==> src/rtl/bp_choice_ctrl.sv <==
// bp_choice_ctrl: chooser-table port scheduler (clear, lookups, queued RMW updates); optional forwarding via BP_CHOICE_BYPASS_EN
module bp_choice_ctrl #(
  parameter int IDX_W        = 10,
  parameter int DEPTH        = 4,
  parameter int STARVE_LIMIT = 8
) (
  input  logic             clk,
  input  logic             rst,
  input  logic             res_valid,
  output logic             res_ready,
  input  logic [IDX_W-1:0] res_idx,
  input  logic             res_p1_ok,
  input  logic             res_p2_ok,
  input  logic             lk_valid,
  input  logic [IDX_W-1:0] lk_idx,
  output logic             lk_choice,
  output logic             lk_choice_valid,
  output logic             tbl_en,
  output logic             tbl_we,
  output logic [IDX_W-1:0] tbl_addr,
  output logic [1:0]       tbl_wdata,
  input  logic [1:0]       tbl_rdata,
  output logic             init_busy
);
  localparam int AW = $clog2(DEPTH);
  localparam int SW = $clog2(STARVE_LIMIT + 1);
  typedef enum logic [1:0] {INIT, IDLE, READ, WRITE} state_t;
  state_t           r_state, w_state_n;
  logic [IDX_W-1:0] r_ptr;
  logic [IDX_W-1:0] r_fidx [DEPTH];
  logic [1:0]       r_fok  [DEPTH];
  logic [AW-1:0]    r_wp, r_rp;
  logic [AW:0]      r_occ, w_occ_n;
  logic             r_ready;
  logic [SW-1:0]    r_starve;
  logic [1:0]       r_cnt_q;
  logic             r_lk_v;
  logic             w_push, w_pop, w_lk_grant, w_blocked, w_starved, w_nonempty, w_head_upd;
  logic [IDX_W-1:0] w_head_idx;
  logic [1:0]       w_head_ok, w_next;
  assign w_push     = res_valid && r_ready;
  assign w_nonempty = r_occ != '0;
  assign w_head_idx = r_fidx[r_rp];
  assign w_head_ok  = r_fok[r_rp];
  assign w_head_upd = w_nonempty && (w_head_ok[1] != w_head_ok[0]);
  assign w_starved  = r_starve >= SW'(STARVE_LIMIT);
  assign w_occ_n    = r_occ + (AW+1)'(w_push) - (AW+1)'(w_pop);
  assign w_next     = (w_head_ok == 2'b01) ? ((&tbl_rdata) ? tbl_rdata : tbl_rdata + 2'd1) :
                      (w_head_ok == 2'b10) ? ((|tbl_rdata) ? tbl_rdata - 2'd1 : tbl_rdata) : tbl_rdata;
  assign res_ready  = r_ready;
  assign init_busy  = r_state == INIT;
  assign lk_choice_valid = r_lk_v;
  // Next state, table port drive and lookup grant; lookups win unless the head has starved
  always_comb begin
    w_state_n  = r_state;
    w_pop      = 1'b0;
    w_lk_grant = 1'b0;
    w_blocked  = 1'b0;
    tbl_en     = 1'b0;
    tbl_we     = 1'b0;
    tbl_addr   = '0;
    tbl_wdata  = 2'b00;
    case (r_state)
      INIT: begin
        tbl_en    = 1'b1;
        tbl_we    = 1'b1;
        tbl_addr  = r_ptr;
        w_state_n = (&r_ptr) ? IDLE : INIT;
      end
      IDLE: begin
        if (w_head_upd && (!lk_valid || w_starved)) begin
          tbl_en    = 1'b1;
          tbl_addr  = w_head_idx;
          w_state_n = READ;
        end else begin
          w_lk_grant = lk_valid;
          w_blocked  = w_head_upd;
          w_pop      = w_nonempty && !w_head_upd;
        end
      end
      READ: begin
        w_lk_grant = lk_valid;
        w_state_n  = WRITE;
      end
      WRITE: begin
        if (lk_valid && !w_starved) begin
          w_lk_grant = 1'b1;
          w_blocked  = 1'b1;
        end else begin
          tbl_en    = 1'b1;
          tbl_we    = 1'b1;
          tbl_addr  = w_head_idx;
          tbl_wdata = r_cnt_q;
          w_pop     = 1'b1;
          w_state_n = IDLE;
        end
      end
    endcase
    if (w_lk_grant) begin
      tbl_en   = 1'b1;
      tbl_addr = lk_idx;
    end
    if (rst) begin
      tbl_en     = 1'b0;
      tbl_we     = 1'b0;
      tbl_addr   = '0;
      tbl_wdata  = 2'b00;
      w_lk_grant = 1'b0;
    end
  end
  // State, clear pointer, FIFO pointers/occupancy, registered ready, starve count, lookup response
  always_ff @(posedge clk) begin
    if (rst) begin
      r_state  <= INIT;
      r_ptr    <= '0;
      r_wp     <= '0;
      r_rp     <= '0;
      r_occ    <= '0;
      r_ready  <= 1'b0;
      r_starve <= '0;
      r_lk_v   <= 1'b0;
    end else begin
      r_state  <= w_state_n;
      r_ptr    <= (r_state == INIT) ? r_ptr + 1'b1 : r_ptr;
      r_wp     <= w_push ? r_wp + 1'b1 : r_wp;
      r_rp     <= w_pop ? r_rp + 1'b1 : r_rp;
      r_occ    <= w_occ_n;
      r_ready  <= (w_state_n != INIT) && (w_occ_n != (AW+1)'(DEPTH));
      r_starve <= w_pop ? '0 : (w_blocked && !w_starved) ? r_starve + SW'(1) : r_starve;
      r_lk_v   <= w_lk_grant;
    end
  end
  // FIFO payload and the counter value computed in READ; no reset needed
  always_ff @(posedge clk) begin
    if (w_push) begin
      r_fidx[r_wp] <= res_idx;
      r_fok[r_wp]  <= {res_p1_ok, res_p2_ok};
    end
    if (r_state == READ) r_cnt_q <= w_next;
  end
`ifdef BP_CHOICE_BYPASS_EN
  logic r_byp, r_byp_v;
  // Forward the in-flight updated counter to a lookup that hits the head index
  always_ff @(posedge clk) begin
    r_byp_v <= !rst && w_lk_grant && (r_state == READ || r_state == WRITE) && (lk_idx == w_head_idx);
    r_byp   <= (r_state == READ) ? w_next[1] : r_cnt_q[1];
  end
  assign lk_choice = r_lk_v && (r_byp_v ? r_byp : tbl_rdata[1]);
`else
  assign lk_choice = r_lk_v && tbl_rdata[1];
`endif
endmodule
==> config.mk <==
export PLATFORM = sky130hd
export DESIGN_NAME = bp_choice_ctrl
export DESIGN_NICKNAME = d
export VERILOG_FILES = /design/src/rtl/bp_choice_ctrl.sv
export SDC_FILE = /design/constraint.sdc
export NUM_CORES = 1
export LEC_CHECK = 0
export ABC_AREA = 1
export BUFFER_PORTS_ARGS = -buffer_cell sky130_fd_sc_hd__buf_4
export CAP_MARGIN = 10
export CORE_MARGIN = 2
export CORE_UTILIZATION = 51
export CTS_CLUSTER_SIZE = 24
export DETAILED_ROUTE_END_ITERATION = 8
export PLACE_DENSITY_LB_ADDON = 0.3
export SKIP_CTS_REPAIR_TIMING = 1
export SLEW_MARGIN = 20
export SYNTH_ARGS = -nofsm -noshare
export SYNTH_HDL_FRONTEND = slang
export SYNTH_SLANG_ARGS = --single-unit
==> constraint.sdc <==
create_clock -name clk -period 3.1 [get_ports clk]
set_clock_uncertainty 0.15 [all_clocks]
set_input_delay 0.465 -clock clk [delete_from_list [all_inputs] [get_ports clk]]
set_output_delay 0.465 -clock clk [all_outputs]
set_load 0.02 [all_outputs]
Word level (Yosys, flattened, before mapping)
Memories as Yosys holds them, arrays and structs flattened. A register that Yosys moved wholly into a read port is not among the register bits. Index checks and enable logic that the tools add are counted.

Add/subtract/negate cells: 8. $lt $le $gt $ge: 1. Eq/ne operators: 7. Multiplexer cells: 36. Reductions and logical operators: 19.

Operators with widths (count): 10-bit two-way mux (4); 10-bit one-hot mux with 3 select lines (1); 2-bit two-way mux (13); 1-bit two-way mux (12); 10-bit by 1-bit adder with 10-bit output (second input constant) (1); 10-bit AND reduction (1); 1-bit logical AND (8); 2-bit one-hot mux with 4 select lines (1); 2-bit by 1-bit adder with 2-bit output (second input constant) (3); 2-bit equality test (second input constant) (3); 1-bit one-hot mux with 2 select lines (3); 1-bit one-hot mux with 3 select lines (2); 4-bit by 1-bit adder with 4-bit output (second input constant) (1); 2-bit by 1-bit equality test with 1-bit output (second input constant) (2); 4-bit >= comparator (second input constant) (1); 2-bit OR reduction (2); 3-bit by 1-bit adder with 3-bit output (1); 1-bit zero test (3); 3-bit inequality test (second input constant) (1); 3-bit nonzero test (1); 3-bit by 1-bit subtractor with 3-bit output (1); 2-bit zero test (1); 2-bit AND reduction (1); 2-bit nonzero test (1); other kinds (3) (3).

Output and inout bits: 18. Word-level logic and storage cells: 82. Memory bits (writable): 48. Memories kept: 2. Bits in registers: 27.

Memory list: r_fidx (depth 4, bits a word 10, rd ports 1, clocked after memory_dff 1, write ports 1, RTL line 30) `logic [IDX_W-1:0] r_fidx [DEPTH];`; r_fok (depth 4, bits a word 2, rd ports 1, clocked after memory_dff 1, write ports 1, RTL line 31) `logic [1:0] r_fok [DEPTH];`.

Logic depth before layout (Yosys ltp)
Depth after elaboration: 9. Mapped depth: 19. Depth with buffers taken out: 17.

Worst setup path after synthesis
No wires, ideal clock.

Path kind: register -> register. Start point: reg with a tool-made name. End point: reg r_ready (netlist: res_ready). Buffers on the path: 2. Cell stages (with the launch flop): 19. Data arrival time: 2.762 ns. Setup time: 0.109 ns. Slack: 0.079 ns. Cells stage by stage: dfxtp_1 > buf_6 > buf_2 > nand2_1 > a32oi_1 > inv_1 > ha_1 > nand3_1 > nand2_1 > ha_1 > inv_1 > ha_1 > inv_1 > fa_1 > xor2_1 > xor2_1 > nand3_1 > nand2_1 > inv_1.

RTL lines: to (signal assigned) (RTL line 128) `r_ready <= (w_state_n != INIT) && (w_occ_n != (AW+1)'(DEPTH));`; to (decl) (RTL line 34) `logic r_ready;`.

==> impl_metrics.json <==
{
  "max_slew.worst_pin.slew_ps": 447,
  "crit_path_cell_trace": "inv_4 -> nand2_1 -> a32oi_2 -> ha_4 -> inv_2 -> nand4_1 -> nand2_4 -> nand2_1 -> nand2_1 -> nand2_1 -> a21oi_2 -> buf_4",
  "outcome": "complete, no violations",
  "final.min_clock_period_ps": 3000,
  "place_hpwl_mm": 5.58,
  "critical_path.max_stage_delay_ps": 370,
  "final-instance-count-excl-fill": 584,
  "detail_route.drc_violations": 0,
  "tritoncts": "built",
  "drt_first_pass_iters": 5,
  "design.final.nets": 525,
  "max_clock_freq_ghz": 0.333,
  "crit_required_ps": 2480,
  "power-per-cell-area_mw_per_mm2": 428,
  "std_cell_rows": 31,
  "number_of_buffers_inserted_during_clock_tree_synthesis": 9,
  "vias_per_cell": 5.09,
  "slew_viol_final": 0,
  "gp_congestion": 0.848,
  "ys_ff_latch": 77,
  "core_region_area_mm2": 0.00718,
  "drt.antenna.violating_nets": 0,
  "portBuffers": 45,
  "p_leak_nw": 1.93,
  "fp.dieArea_mm2": 0.00804,
  "drt_wl_total_mm": 8.06,
  "irDropWorstVdd_mv": 0.337,
  "grt_pass1_vias": 2802,
  "netlist_instances": 427,
  "routedWlPerCell_um": 13.8,
  "end_kind": "output port",
  "grt-ovfl-total": 0,
  "synthesis.nets": 471,
  "ys_warn_count": 0,
  "grt_setup_unrepaired": "true",
  "synth_sequential_area_ratio": 0.545,
  "grt_first_pass_wirelength_mm": 12.6,
  "io_pins": 46,
  "setup_viol": 0,
  "dpl_worst_slack_ps": -19.0,
  "clk-insertion-delay-late_ps": 340,
  "num_antenna_cells": 0,
  "routed-via-count": 2973,
  "clkSinkCount": 77,
  "grt_antenna_before_repair": 0,
  "initial_drt_markers": 210,
  "fp.dieH_um": 89.7,
  "cts.clk_slew.worst_paths_ps": 80,
  "clock_path_buffers": 2,
  "initial_core_util": 0.522,
  "syn-mean-instance-area_um2": 8.77,
  "setup_slack_ps": 96.4,
  "final_hold_viol_count": 0,
  "fp.dieW_um": 89.7,
  "mapped_area_mm2": 0.00374,
  "grt_use_total": 0.210,
  "path_max_fanout": 6,
  "criticalPathCategory": "flop to output port",
  "drive_above_1_share": 0.229,
  "yosys.cell_types.count": 34,
  "cts_htree_levels": 3,
  "hp-class": "input pin to flop",
  "grt_start_max_net_pins": 21,
  "timing.final.crit_share": 0.969,
  "drv.max_cap_violation_count": 0,
  "root_buffer_selected_by_cts": "sky130_fd_sc_hd__clkbuf_8",
  "max_slew_margin": 0.702,
  "crit_arrival_ps": 2390,
  "start_kind": "flop",
  "cpMaxStageDelayCell": "sky130_fd_sc_hd__dfxtp_4",
  "synthToLayoutAreaGrowth_pct": 20.1,
  "critPathMostFrequentCell": "sky130_fd_sc_hd__nand2_1",
  "placed_insts": 567
}
## critical path, delay by kind of cell (launching register included)
kind | cells | cell delay (ps)
compound gates | 2 | 440
simple gates | 6 | 680
buf+inv | 3 | 300
fa+ha+maj | 1 | 260
flops | 1 | 370
## area by class of cell
type,count,area [µm²]
timing repair buffer,55,420
multi-input combinational,288,1520
inverter,50,190
clock buffer,9,124
tap,99,124
fill,612,2680
sequential,77,2050
clock inverter,6,72.6
## registers in the layout, indices dropped and copies added (netlist names), named ones only
name / flops
lk_choice_valid: 1
r_cnt_q: 2
r_fidx: 40
r_fok: 8
r_occ: 3
r_ptr: 10
r_rp: 2
r_starve: 4
r_state: 2
r_wp: 2
res_ready: 1
## cell usage after synthesis, drive strengths merged
library cell | number | area [µm²]
a32oi | 2 | 17.5
xor2 | 2 | 17.5
a21boi | 1 | 7.51
nor3 | 7 | 35.0
dfxtp | 27 | 541
a211oi | 1 | 7.51
ha | 15 | 188
nand4 | 4 | 25.0
o22ai | 1 | 6.26
a21oi | 34 | 170
nor2 | 61 | 236
nand2 | 116 | 455
nand3b | 1 | 7.51
nand3 | 20 | 115
o21a | 1 | 7.51
nor3b | 1 | 7.51
o21ai | 16 | 80.1
clkbuf | 5 | 28.8
a31oi | 2 | 12.5
o21bai | 1 | 7.51
fa | 1 | 20.0
inv | 50 | 190
edfxtp | 50 | 1500
buf | 8 | 60.1
## layout by cell type, fill, tap and decap left out, types with 9 or more instances in the layout
master / instances
sky130_fd_sc_hd__a21oi_1: 30
sky130_fd_sc_hd__inv_1: 42
sky130_fd_sc_hd__nor2_1: 58
sky130_fd_sc_hd__nand3_1: 16
sky130_fd_sc_hd__nand2_2: 13
sky130_fd_sc_hd__nand2_1: 100
sky130_fd_sc_hd__edfxtp_1: 50
sky130_fd_sc_hd__clkbuf_8: 9
sky130_fd_sc_hd__buf_4: 53
sky130_fd_sc_hd__ha_1: 14
sky130_fd_sc_hd__dfxtp_1: 26
## worst paths after layout
kind | slack (ps) | cells after the start | to | start
worst min register to register | 320 | 2 | r_starve[3] | r_starve[3]
worst max register to register | 230 | 17 | res_ready | flop
worst max-delay path | 100 | 12 | tbl_addr[7] | flop
worst min-delay path | 170 | 1 | r_fidx[1][5] | res_idx[5]
## through the flow
step           TNS [ps]   util  hold WS (ps)  total power [mW]  instance area [µm²]
2_1_floorplan         0      -           282              1.15                 3740
3_3_place_gp          0  0.583           297              1.20                 4190
3_5_place_dp      -19.0  0.583           308              1.20                 4190
4_1_cts           -1370  0.611           157              1.94                 4380
5_1_grt            -182  0.627           152              1.99                 4500
6_report              0  0.627           165              1.92                 4500
## metal layers
metal	vias up	routed length (µm)	GRT usage
met5	-	0	0
met4	0	171	0.0936
met3	15	380	0.0430
met2	80	4050	0.352
met1	1370	3460	0.262
li1	1508	-	-
## cell families (layout without fill, tap and decap cells)
logic type | count (synthesis) | count (layout) | share of synthesized area
AO/OA/AOI/OAI | 59 | 59 | 0.0845
buffers and inverters | 63 | 120 | 0.0745
flip-flops | 77 | 77 | 0.545
adder cells (fa/ha/maj) | 16 | 16 | 0.0555
AND/OR/NAND/NOR | 210 | 211 | 0.236
XOR/XNOR | 2 | 2 | 0.00468
## power breakdown
part | switching [mW] | total [mW] | leakage [nW] | internal, mW
sequential | 0.00568 | 1.10 | 0.668 | 1.09
combinational | 0.0401 | 0.0771 | 1.17 | 0.0370
clock | 0.375 | 0.751 | 0.0963 | 0.376
total | 0.421 | 1.92 | 1.93 | 1.50
No activity file was read; power rests on OpenSTA's default activity.
